### src/rtl/pipe_ctrl.sv
// pipe_ctrl: pipeline control for the five-stage Beta core.
// Drives the per-stage IR source selects, stall/freeze, the PC source and
// the RF operand bypass selects. It also latches interrupt requests and masks
// further interrupts while an injected exception drains from EXEC to WB.
module pipe_ctrl #(
    parameter int EXC_DRAIN = 3
) (
    input  logic       clk,
    input  logic       rst_n,
    input  logic [4:0] rf_ra,
    input  logic [4:0] rf_rb,
    input  logic       rf_use_ra,
    input  logic       rf_use_rb,
    input  logic       rf_illegal,
    input  logic       rf_branch_taken,
    input  logic [4:0] exec_rc,
    input  logic [4:0] mem_rc,
    input  logic [4:0] wb_rc,
    input  logic       exec_wr,
    input  logic       mem_wr,
    input  logic       wb_wr,
    input  logic       exec_ld,
    input  logic       mem_ld,
    input  logic       mem_req,
    input  logic       mem_ready,
    input  logic       irq,
    output logic [1:0] ir_src_rf,
    output logic [1:0] ir_src_exec,
    output logic [1:0] ir_src_wb,
    output logic [1:0] pc_sel,
    output logic       stall,
    output logic       freeze,
    output logic [1:0] a_byp,
    output logic [1:0] b_byp,
    output logic       irq_pending,
    output logic       exc_busy
);

    // IR source encodings shared with the datapath muxes.
    localparam logic [1:0] IR_SRC_DATA   = 2'd0;
    localparam logic [1:0] IR_SRC_NOP    = 2'd1;
    localparam logic [1:0] IR_SRC_EXCEPT = 2'd2;

    localparam logic [1:0] PC_SEL_SEQ    = 2'd0;
    localparam logic [1:0] PC_SEL_BRANCH = 2'd1;
    localparam logic [1:0] PC_SEL_XADR   = 2'd2;

    localparam logic [1:0] BYP_RF   = 2'd0;
    localparam logic [1:0] BYP_EXEC = 2'd1;
    localparam logic [1:0] BYP_MEM  = 2'd2;
    localparam logic [1:0] BYP_WB   = 2'd3;

    localparam int CNT_W = (EXC_DRAIN > 1) ? $clog2(EXC_DRAIN) : 1;
    localparam logic [CNT_W-1:0] CNT_LOAD = CNT_W'(EXC_DRAIN - 1);
    localparam logic [CNT_W-1:0] CNT_ONE  = CNT_W'(1);
    localparam logic [CNT_W-1:0] CNT_ZERO = CNT_W'(0);

    typedef enum logic [0:0] {
        ST_RUN = 1'b0,
        ST_EXC = 1'b1
    } state_t;

    state_t           state_r;
    state_t           state_nxt_s;
    logic [CNT_W-1:0] cnt_r;
    logic [CNT_W-1:0] cnt_nxt_s;
    logic             irq_pending_r;
    logic             irq_pending_nxt_s;

    logic ma_exec_s, ma_mem_s, ma_wb_s;
    logic mb_exec_s, mb_mem_s, mb_wb_s;
    logic hz_a_s, hz_b_s;
    logic load_use_s;
    logic mem_wait_s;
    logic irq_take_s;
    logic exc_take_s;
    logic [1:0] a_sel_s, b_sel_s;

    // A source matches a stage only when it is really read, really written,
    // and is not R31 (which always reads as zero).
    function automatic logic src_match(input logic [4:0] src, input logic use_src,
                                       input logic [4:0] rc, input logic wr);
        return use_src && wr && (rc == src) && (src != 5'd31);
    endfunction

    // Nearest producing stage wins.
    function automatic logic [1:0] byp_sel(input logic m_exec, input logic m_mem,
                                           input logic m_wb);
        logic [1:0] sel;
        if (m_exec) begin
            sel = BYP_EXEC;
        end else if (m_mem) begin
            sel = BYP_MEM;
        end else if (m_wb) begin
            sel = BYP_WB;
        end else begin
            sel = BYP_RF;
        end
        return sel;
    endfunction

    // Source matching, bypass selection and hazard/event detection.
    always_comb begin
        ma_exec_s = src_match(rf_ra, rf_use_ra, exec_rc, exec_wr);
        ma_mem_s  = src_match(rf_ra, rf_use_ra, mem_rc,  mem_wr);
        ma_wb_s   = src_match(rf_ra, rf_use_ra, wb_rc,   wb_wr);
        mb_exec_s = src_match(rf_rb, rf_use_rb, exec_rc, exec_wr);
        mb_mem_s  = src_match(rf_rb, rf_use_rb, mem_rc,  mem_wr);
        mb_wb_s   = src_match(rf_rb, rf_use_rb, wb_rc,   wb_wr);
        a_sel_s   = byp_sel(ma_exec_s, ma_mem_s, ma_wb_s);
        b_sel_s   = byp_sel(mb_exec_s, mb_mem_s, mb_wb_s);
        // A closer non-load producer shadows an older load to the same register.
        if (ma_exec_s) begin
            hz_a_s = exec_ld;
        end else begin
            hz_a_s = ma_mem_s && mem_ld;
        end
        if (mb_exec_s) begin
            hz_b_s = exec_ld;
        end else begin
            hz_b_s = mb_mem_s && mem_ld;
        end
        load_use_s = hz_a_s || hz_b_s;
        mem_wait_s = mem_req && !mem_ready;
        irq_take_s = irq_pending_r && (state_r == ST_RUN) && !mem_wait_s;
        exc_take_s = !mem_wait_s && (rf_illegal || irq_take_s);
    end

    // Prioritised pipeline control: freeze > exception > load-use > branch > normal.
    always_comb begin
        ir_src_rf   = IR_SRC_DATA;
        ir_src_exec = IR_SRC_DATA;
        ir_src_wb   = IR_SRC_DATA;
        pc_sel      = PC_SEL_SEQ;
        stall       = 1'b0;
        freeze      = 1'b0;
        a_byp       = a_sel_s;
        b_byp       = b_sel_s;
        if (!rst_n) begin
            ir_src_rf   = IR_SRC_NOP;
            ir_src_exec = IR_SRC_NOP;
            ir_src_wb   = IR_SRC_NOP;
            a_byp       = BYP_RF;
            b_byp       = BYP_RF;
        end else if (mem_wait_s) begin
            freeze    = 1'b1;
            ir_src_wb = IR_SRC_NOP;
        end else if (exc_take_s) begin
            // The replaced RF instruction re-executes after the handler.
            ir_src_exec = IR_SRC_EXCEPT;
            ir_src_rf   = IR_SRC_NOP;
            pc_sel      = PC_SEL_XADR;
        end else if (load_use_s) begin
            stall       = 1'b1;
            ir_src_exec = IR_SRC_NOP;
        end else if (rf_branch_taken) begin
            ir_src_rf = IR_SRC_NOP;
            pc_sel    = PC_SEL_BRANCH;
        end else begin
            pc_sel = PC_SEL_SEQ;
        end
    end

    // Next-state logic for the IRQ latch and the exception drain FSM.
    always_comb begin
        state_nxt_s = state_r;
        cnt_nxt_s   = cnt_r;
        // A new request outranks the clear from a take in the same cycle.
        if (irq) begin
            irq_pending_nxt_s = 1'b1;
        end else if (irq_take_s) begin
            irq_pending_nxt_s = 1'b0;
        end else begin
            irq_pending_nxt_s = irq_pending_r;
        end
        case (state_r)
            ST_RUN: begin
                if (exc_take_s) begin
                    state_nxt_s = ST_EXC;
                    cnt_nxt_s   = CNT_LOAD;
                end else begin
                    state_nxt_s = ST_RUN;
                end
            end
            ST_EXC: begin
                if (mem_wait_s) begin
                    cnt_nxt_s = cnt_r;
                end else if (rf_illegal) begin
                    cnt_nxt_s = CNT_LOAD;
                end else if (cnt_r == CNT_ZERO) begin
                    state_nxt_s = ST_RUN;
                end else begin
                    cnt_nxt_s = cnt_r - CNT_ONE;
                end
            end
            default: begin
                state_nxt_s = ST_RUN;
                cnt_nxt_s   = CNT_ZERO;
            end
        endcase
    end

    // State, drain counter and IRQ latch registers with synchronous reset.
    always_ff @(posedge clk) begin
        if (!rst_n) begin
            state_r       <= ST_RUN;
            cnt_r         <= CNT_ZERO;
            irq_pending_r <= 1'b0;
        end else begin
            state_r       <= state_nxt_s;
            cnt_r         <= cnt_nxt_s;
            irq_pending_r <= irq_pending_nxt_s;
        end
    end

    assign irq_pending = irq_pending_r;
    assign exc_busy    = (state_r == ST_EXC);

endmodule

### config.mk
export PLATFORM = sky130hd
export DESIGN_NAME = pipe_ctrl
export DESIGN_NICKNAME = d
export VERILOG_FILES = /design/src/rtl/pipe_ctrl.sv
export SDC_FILE = /design/constraint.sdc
export NUM_CORES = 1
export LEC_CHECK = 0
export CAP_MARGIN = 20
export CORE_MARGIN = 8
export CORE_UTILIZATION = 37
export CTS_BUF_LIST = sky130_fd_sc_hd__clkbuf_16
export DETAILED_ROUTE_END_ITERATION = 7
export PLACE_DENSITY = 0.78
export SLEW_MARGIN = 10
export SYNTH_ARGS = -nofsm -noshare
export SYNTH_HDL_FRONTEND = slang
export SYNTH_SLANG_ARGS = --single-unit
### constraint.sdc
create_clock -name clk -period 3.1 [get_ports clk]
set_clock_uncertainty 0.1 [all_clocks]
set_input_delay 0.62 -clock clk [delete_from_list [all_inputs] [get_ports clk]]
set_output_delay 0.62 -clock clk [all_outputs]
set_load 0.02 [all_outputs]
==> impl_metrics.yaml, run 1 <==
sta:
  finalHoldViolations: 0
  rsz0062_at_grt: "yes"
  clock.fmax_mhz: 328.4
  finalCritPeriodShare_pct: 98.23
  period_needed_ns: 3.045
  setup-tns-final_ns: 0
  worst_slack_ns: 0.05496
  slew_viol_final: 0
  finalSetupViolCount: 0
setup_path:
  r2r-start: "cnt_r[0]"
  end_kind: "output pin"
  start_kind: "input pin"
  arrival_ns: 2.33
  crit_start: "rf_rb[2]"
  worstPathMaxFanout: 3
  critPathRequiredTime_ns: 2.38
  crit_type: "input pin to output pin"
logic_synthesis:
  netlist_area_um2: 867.1
  avgSynthCellArea_um2: 7.286
  synthCells: 119
  synthSimpleGateAreaFrac_pct: 35.06
  synth_top_family_by_area: "simple AND/OR/NAND/NOR gates"
  yosys.area_share.xor_xnor_pct: 30.30
  ys_types: 41
  synthMuxAreaShare_pct: 0
  yosysWarnings: 0
  ys_seq_elements: 4
  synth_fa_ha_area_share_pct: 1.443
  synth_compound_area_share_pct: 17.46
  ys_seq_area_share_pct: 9.235
pwr:
  pwr-share-comb_pct: 46.5
  switching_power_uw: 142.1
  power.share.switching_pct: 29.51
  cellLeakagePower_nw: 0.7866
  power_frac_clock_pct: 41.1
  peakVddDrop_mv: 0.3865
  seq_power_share_pct: 12.3
  intPower_uw: 339.5
  p_per_area_nw_per_um2: 271.1
global_route:
  antenna_found_initial: 0
  grt_max_degree: 10
  grt.overflow.total: 0
  grt_first_pass_wirelength_um: 6348
  grt_pass1_vias: 1320
  grt_use_total_pct: 18.60
place:
  hpwl_um: 3162
  dpl_worst_slack_ns: -0.6826
  placedInstanceArea_um2: 1633
  port_buffers: 52
  routabilityCongestion: 0.8954
route:
  num_vias: 1197
  drt_iter0_markers: 40
  vias_per_cell: 5.204
  firstDrtPassIters: 4
  drc: 0
  wl_um: 4010
  ant_nets: 0
  detail_route.wl_per_cell_um: 17.43
layout:
  areaGrowthSynthToFinish_pct: 104.9
  finalNetCount: 244
  drive_gt1_share_pct: 34.65
  final_cell_mix: "buf_4 (31), clkdlybuf4s50_1 (20), xnor2_1 (17)"
  fin_area_um2: 1777
  layout_commonest_cell: "buf_4"
  num_antenna_cells: 0
  postLayoutCoreUtil_pct: 80.32
clocking:
  cts_tree: "built"
  clk_path_buf_depth: 2
  ctsHoldBuffers: 0
  clock-root-buffer: "clkbuf_16"
  cts_setup_buffers: 0
  clk_latency_ns: 0.22
  cts_buffers: 3
  path_clk_slew_ns: 0.03
  cts_sinks: 4
  htreeDepth: 1
floorplan:
  start_util_pct: 39.20
  boundaryPins: 55
  die_area_um2: 4149
  row_count: 17
  die_w_um: 64.41
  die_h_um: 64.41
  coreArea_um2: 2212
min_path:
  min-delay-start: "cnt_r[1]"
  hp-class: "flop to flop"
job:
  maxCapViolations: 0
run_status:
  outcome: "complete, no violations"
==> cell usage after synthesis <==
library cell	number	area, um^2
a21boi_0	1	7.510
a21oi_1	5	25.02
and2_1	2	12.51
and3_1	3	18.77
buf_4	3	22.52
clkbuf_1	1	3.750
conb_1	1	3.750
dfxtp_1	4	80.08
ha_1	1	12.51
inv_1	7	26.28
nand2_1	11	41.29
nand2b_1	2	12.51
nand3_1	2	10.01
nand4_1	5	31.28
nand4b_1	1	8.760
nor2_1	6	22.52
nor2b_1	4	25.02
nor3_1	3	15.01
nor3_2	1	10.01
nor3_4	1	16.27
nor3b_1	2	15.01
nor4_1	1	6.260
nor4_2	1	12.51
nor4b_1	1	8.760
o2111ai_1	1	8.760
o211a_1	1	10.01
o211ai_1	3	22.52
o21a_1	1	7.510
o21a_2	1	8.760
o21ai_0	2	10.01
o21ai_1	3	15.01
o21ai_2	1	8.760
o22ai_1	1	6.260
o311a_1	1	10.01
o32a_2	1	11.26
or3_1	1	6.260
or4_4	1	11.26
or4b_1	1	10.01
or4b_2	1	10.01
xnor2_1	22	192.7
xor2_1	8	70.07
==> area by class of cell <==
| type | count | area, um^2 |
|---|---|---|
| Multi-Input combinational cell | 105 | 845.8 |
| Inverter | 7 | 26.28 |
| Tap cell | 28 | 35.03 |
| Clock buffer | 3 | 75.07 |
| Timing Repair Buffer | 83 | 714.4 |
| Fill cell | 155 | 435.4 |
| Sequential cell | 4 | 80.08 |
==> through the flow <==
stage	hold slack [ns]	std cells	power (mW)
global route	0.4308	230	0.5029
floorplan	0.3718	120	0.1485
global placement	0.3804	227	0.2654
CTS	0.3940	230	0.4762
finish	0.3940	230	0.4817
detailed placement	0.3872	227	0.2714
==> power groups by stage <==
stage | Sequential (mW) | Clock (mW) | Combinational [mW]
after floorplan | 0.0620 | 0 | 0.0865
after global placement | 0.0596 | 0 | 0.206
after detailed placement | 0.0599 | 0 | 0.212
after CTS | 0.0594 | 0.202 | 0.215
after global routing | 0.0602 | 0.204 | 0.239
final | 0.0595 | 0.198 | 0.224
==> flip-flops by register name, summed over array words and instances (netlist names) <==
| register | flops |
|---|---|
| cnt_r | 2 |
| exc_busy | 1 |
| irq_pending | 1 |
==> worst paths after layout <==
kind                     to  cells past startpoint  slack, ns
hold reg to reg    cnt_r[1]                      1       0.39
hold / removal     cnt_r[1]                      1       0.39
setup reg to reg   cnt_r[1]                      5       1.36
setup / recovery  pc_sel[0]                      9       0.05
==> kinds of logic after synthesis <==
group           after synthesis
compound gates               22
xor+xnor                     30
fa+ha+maj                     1
buf+inv                      11
flops                         4
other cells                   1
simple gates                 50
==> critical path: stages <==
cell and delay [ns]:
dlygate4sd2_1 0.26, buf_6 0.13, nand4_1 0.15, nor2_2 0.17, nor4_4 0.06, o32a_2 0.41
o21a_2 0.23, and3_4 0.17, buf_6 0.12
==> metal layers <==
layer  vias to the layer above  routed length (um)  GRT usage [%]
li1                        584                   -              -
met1                       568                1597          20.70
met2                        41                2142          34.66
met3                         4                 212          3.093
met4                         0                  58          6.267
met5                         -                   0              0
==> repair_timing <==
action                     CTS  global route
pin swaps                   14             6
gates resized for setup     84            10
setup endpoints to repair    8             7
Note: power is estimated with default switching activity, not from simulation.
==> run 2, diff against run 1 <==
--- a/config.mk
+++ b/config.mk
@@ -7,10 +7,10 @@
 export LEC_CHECK = 0
 export CAP_MARGIN = 20
 export CORE_MARGIN = 8
-export CORE_UTILIZATION = 37
+export CORE_UTILIZATION = 23
 export CTS_BUF_LIST = sky130_fd_sc_hd__clkbuf_16
 export DETAILED_ROUTE_END_ITERATION = 7
-export PLACE_DENSITY = 0.78
+export PLACE_DENSITY = 0.52
 export SLEW_MARGIN = 10
 export SYNTH_ARGS = -nofsm -noshare
 export SYNTH_HDL_FRONTEND = slang
==> run 2 against run 1 <==
Net effect: maximum frequency is 0.56% lower; final area is 6.1% higher; register-to-register slack about the same; core utilization decreased by 28 points; total power increased by 4.0%; critical endpoint unchanged; clock power increased by 3%; via count increased by 1.1%; non-clock buffer count up 9; sequential power decreased by 0.7%; highest routed layer unchanged; largest cell class unchanged; sequential cell count stayed put.
==> impl_metrics.yaml, run 2 (same netlist as run 1, synthesis figures left out) <==
run_status:
  outcome: "complete, no violations"
pwr:
  power_frac_clock_pct: 40.8
  cellLeakagePower_nw: 0.8386
  intPower_uw: 353.1
  power_uw: 500.9
  pwr-share-comb_pct: 47.4
  peakVddDrop_mv: 0.2815
  switching_power_uw: 147.9
  power.share.switching_pct: 29.52
  p_per_area_nw_per_um2: 265.8
  seq_power_share_pct: 11.8
floorplan:
  die_area_um2: 5991
  die_w_um: 77.40
  start_util_pct: 23.86
  row_count: 22
  coreArea_um2: 3633
  boundaryPins: 55
  die_h_um: 77.40
sta:
  finalCritPeriodShare_pct: 98.78
  slew_viol_final: 0
  clock.fmax_mhz: 326.6
  hold_ws_ns: 0.3922
  rsz0062_at_grt: "no"
  finalHoldViolations: 0
  worst_slack_ns: 0.03784
  finalSetupViolCount: 0
  period_needed_ns: 3.062
global_route:
  grt_max_degree: 9
  grt_pass1_vias: 1375
  antenna_found_initial: 0
  grt.overflow.total: 0
  grt_first_pass_wirelength_um: 6410
  grt_use_total_pct: 13.09
route:
  wl_um: 3924
  ant_nets: 0
  drc: 0
  detail_route.wl_per_cell_um: 15.15
  num_vias: 1210
  firstDrtPassIters: 4
  drt_iter0_markers: 32
  vias_per_cell: 4.672
clocking:
  cts_sinks: 4
  clk_latency_ns: 0.23
  cts_tree: "built"
  path_clk_slew_ns: 0.03
  ctsHoldBuffers: 0
  clock-root-buffer: "clkbuf_16"
  htreeDepth: 1
  cts_buffers: 3
  clk_path_buf_depth: 2
layout:
  largest_reg_flops: 2
  finalNetCount: 253
  postLayoutCoreUtil_pct: 51.86
  areaGrowthSynthToFinish_pct: 117.3
  nFillCells: 370
  final_cell_mix: "buf_4 (41), clkdlybuf4s50_1 (20), xnor2_1 (16)"
  regMostFlops: "cnt_r"
  num_antenna_cells: 0
  drive_gt1_share_pct: 38.86
  layout_commonest_cell: "buf_4"
setup_path:
  end_kind: "output pin"
  start_kind: "input pin"
  arrival_ns: 2.34
  crit_start: "mem_rc[0]"
  critPathRequiredTime_ns: 2.38
  crit_type: "input pin to output pin"
  worstPathMaxFanout: 3
  r2r-start: "cnt_r[0]"
place:
  dpl_worst_slack_ns: -0.7046
  port_buffers: 52
  routabilityCongestion: 0.8208
  hpwl_um: 3135
min_path:
  min-delay-start: "cnt_r[1]"
  hp-class: "flop to flop"
job:
  maxCapViolations: 0
## run 2: cell count changes in the layout (fill, tap and decap cells not counted), sizes merged
cell / delta
clkbuf: +2
buf: +8
dlygate4sd2: -2
clkdlybuf4s15: +1
## run 2: critical path: stages
cell           delay (ns)
dlygate4sd2_1        0.31
xor2_1               0.19
nor4b_2              0.30
o211ai_1             0.17
o32a_2               0.24
o21a_4               0.22
and3_4               0.17
buf_6                0.12
## run 2: stage by stage
stage | cells | cell area [um^2] | TNS, ns
CTS | 259 | 1859 | -0.01457
floorplan | 120 | 870.8 | 0
detailed placement | 249 | 1673 | -4.599
global placement | 249 | 1673 | -4.418
finish | 259 | 1884 | 0
global route | 259 | 1884 | 0
## run 2: worst paths after layout
kind	end	slack [ns]	cells after the start
min reg2reg	cnt_r[1]	0.39	1
max	pc_sel[0]	0.04	8
max reg2reg	cnt_r[1]	1.36	5
min	cnt_r[1]	0.39	1
## run 2: power groups by stage
stage	combinational [mW]	sequential, mW	clock (mW)
final	0.237	0.0591	0.204
after global routing	0.255	0.0598	0.213
after CTS	0.234	0.0591	0.209
after detailed placement	0.216	0.0598	0
after global placement	0.214	0.0598	0
after floorplan	0.0865	0.0620	0
## run 2: layout make-up
cell class | instances | area [um^2] | area share, %
tap | 48 | 60.06 | 3.187
inverter | 7 | 26.28 | 1.394
sequential | 4 | 80.08 | 4.250
timing repair buffer | 92 | 782.0 | 41.50
clock buffer | 3 | 75.07 | 3.984
multi-input combinational | 105 | 860.8 | 45.68
## run 2: routing by layer
metal | up-vias | part of all wire [%] | GRT usage, %
li1 | 602 | - | -
met4 | 0 | 4.4 | 7.736
met5 | - | 0 | 0
met3 | 14 | 9.1 | 4.954
met2 | 60 | 46 | 22.75
met1 | 534 | 40 | 13.11
## run 2: timing repair
item                       CTS  global route
pin swaps                   16            11
buffers inserted             7             0
cloned                       0             0
gates resized for setup     86            14
setup endpoints to repair    8             5
==> run 3, diff against run 2 <==
--- a/config.mk
+++ b/config.mk
@@ -11,7 +11,7 @@
 export CTS_BUF_LIST = sky130_fd_sc_hd__clkbuf_16
 export DETAILED_ROUTE_END_ITERATION = 7
 export PLACE_DENSITY = 0.52
-export SLEW_MARGIN = 10
+export SLEW_MARGIN = 40
 export SYNTH_ARGS = -nofsm -noshare
 export SYNTH_HDL_FRONTEND = slang
 export SYNTH_SLANG_ARGS = --single-unit
==> results of run 3 <==
No change in the layout: final DEF, timing and power equal those of run 2.
==> RTL edit, RTL diff (config.mk and constraints of run 3) <==
Register the output `irq_pending` once more; this adds one clock of latency there. The other outputs are not delayed to match.
--- a/src/rtl/pipe_ctrl.sv
+++ b/src/rtl/pipe_ctrl.sv
@@ -214,5 +214,7 @@
     end
 
-    assign irq_pending = irq_pending_r;
+    always_ff @(posedge clk) begin
+        irq_pending <= irq_pending_r;
+    end
     assign exc_busy    = (state_r == ST_EXC);
 
Function: changed (Yosys sat finds a counterexample within 4 cycles, from zero or initial values and one cycle with rst_n low).
==> RTL edit against run 3 <==
  * Setup slack improved by 42 ps
  * Power rose by 0.58%
  * Sequential cell count rose by 1
  * Global-route usage fell by 0.56 points
  * Sequential share of layout area rose by 1.1 points
  * Count of clock-buffer cells in the layout did not move
  * Design area fell by 1.3%
  * Routed wire length fell by 2.7%
  * First-iteration DRC count rose by 34%
  * Synthesized area rose by 2.3%
  * Via count fell by 1.2%
==> RTL edit: results (changes against run 3) <==
status: "finished, final reports clean"  # unchanged
drt_iter0_drc: 43  # was 32
drt-total-wl_mm: 3.817  # was 3.924 mm
r2r_setup_slack_ps: 1320  # was 1360 ps
clockBufferDepth: 2  # unchanged
postPlaceCellArea_mm2: 0.001700  # was 0.001673 mm^2
holdCritStartpoint: "irq_pending_r"  # was cnt_r[1]
fin_cells: 257  # was 259
cts_made_buffers: 3  # unchanged
cp_slowest_cell: "o32a_4"  # was dlygate4sd2_1
synth-seq-area-share_pct: 11.28  # was 9.235%
port_buffers: 52  # unchanged
grt_max_degree: 9  # unchanged
insertion_delay_ps: 230  # about the same
critPathLaunch: "rf_rb[2]"  # was mem_rc[0]
dr.pass1.iters: 4  # unchanged
synth.avg_cell_area_um2: 7.393  # was 7.286 um^2
peakVddDrop_v: 0.0005098  # was 0.0002815 V
synthArstFlopShare_pct: 0  # unchanged
critPathMaxFanout: 3  # unchanged
switching_share_pct: 29.02  # was 29.52%
cts_root_buf: "clkbuf_16"  # unchanged
largest_reg_flops: 2  # unchanged
crit_arrival_ps: 2300  # was 2340 ps
num_vias: 1195  # was 1,210
gp_congestion: 0.8209  # was 0.8208
leakage_nw: 0.8184  # was 0.8386 nW
clk_pin_slew_ps: 30  # about the same
max_flop_register: "cnt_r"  # unchanged
layout.nets: 250  # was 253
track_usage_pct: 12.53  # was 13.09%
ys.warnings.count: 0  # unchanged
hpwl_mm: 3.152  # was 3.135 mm
grt_pass1_vias: 1320  # was 1,375
drive_above_1_share_pct: 35.89  # was 38.86%
grt_pass1_wl_mm: 6.389  # was 6.410 mm
synth.top_cells.by_count: "xnor2_1 (22), nand2_1 (11), xor2_1 (8)"  # unchanged
cpPeakStageDelay_ps: 320
hold_path.class: "register to register"  # unchanged
htree_levels: 1  # unchanged
synth_area_leaders: "xnor2_1 (22%), dfxtp_1 (11%), xor2_1 (7.9%)"  # was xnor2_1 (22%), dfxtp_1 (9.2%), xor2_1 (8.1%)
antenna_found_initial: 0  # unchanged
RTL edit: worst paths after layout:
check | to | cells past startpoint
worst max-delay path | pc_sel[0] | 9
worst min-delay path | irq_pending | 0
worst max register to register | cnt_r[1] | 5
worst min register to register | irq_pending | 0
RTL edit: metal layers:
layer	track usage (%)	part of all wire, %	vias up
met4	5.370	1.8	0
met1	14.25	43	554
met2	22.78	52	36
met3	1.595	4.1	6
li1	-	-	599
met5	0	0	-
RTL edit: what timing repair did:
action / CTS / global route
hold endpoints to repair: 0 / 0
gates cloned: 0 / 0
setup endpoints to repair: 8 / 7
resized for setup: 90 / 7
setup buffers: 2 / 0
pin swaps: 16 / 6
RTL edit: area by class of cell:
type	instances	area, um^2
clock inverter	1	3.754
clock buffer	3	75.07
tap	48	60.06
fill	379	1828
inverter	7	26.28
timing repair buffer	88	742.0
multi-input combinational	105	853.3
sequential	5	100.1
RTL edit: power groups by stage:
stage          clock (mW)  sequential, mW  combinational, mW
6_report            0.208          0.0735              0.223
5_1_grt             0.216          0.0742              0.241
4_1_cts             0.211          0.0734              0.220
3_5_place_dp            0          0.0743              0.214
3_3_place_gp            0          0.0740              0.212
2_1_floorplan           0          0.0762             0.0865
RTL edit: kinds of logic after synthesis:
group,synth area share (%)
AOI/OAI and AO/OA,17.07
and+or+nand+nor,34.27
xor gates and xnor gates,29.62
DFF,11.28
other,0.4227
adders and majority gates,1.410
buffers and inverters,5.924
RTL edit: worst max-delay path: cells and delay by family:
family / cells / cell delay (ps)
simple gates: 4 / 630
compound gates: 2 / 540
buf+inv: 3 / 500
RTL edit: stage by stage:
step / setup WS [ps] / hold WS [ps]
after floorplan: 324.8 / 270.1
after CTS: 5.992 / 283.9
after global placement: -705.0 / 289.9
after global routing: -33.12 / 305.1
after detailed placement: -722.5 / 279.5
final: 79.42 / 281.8
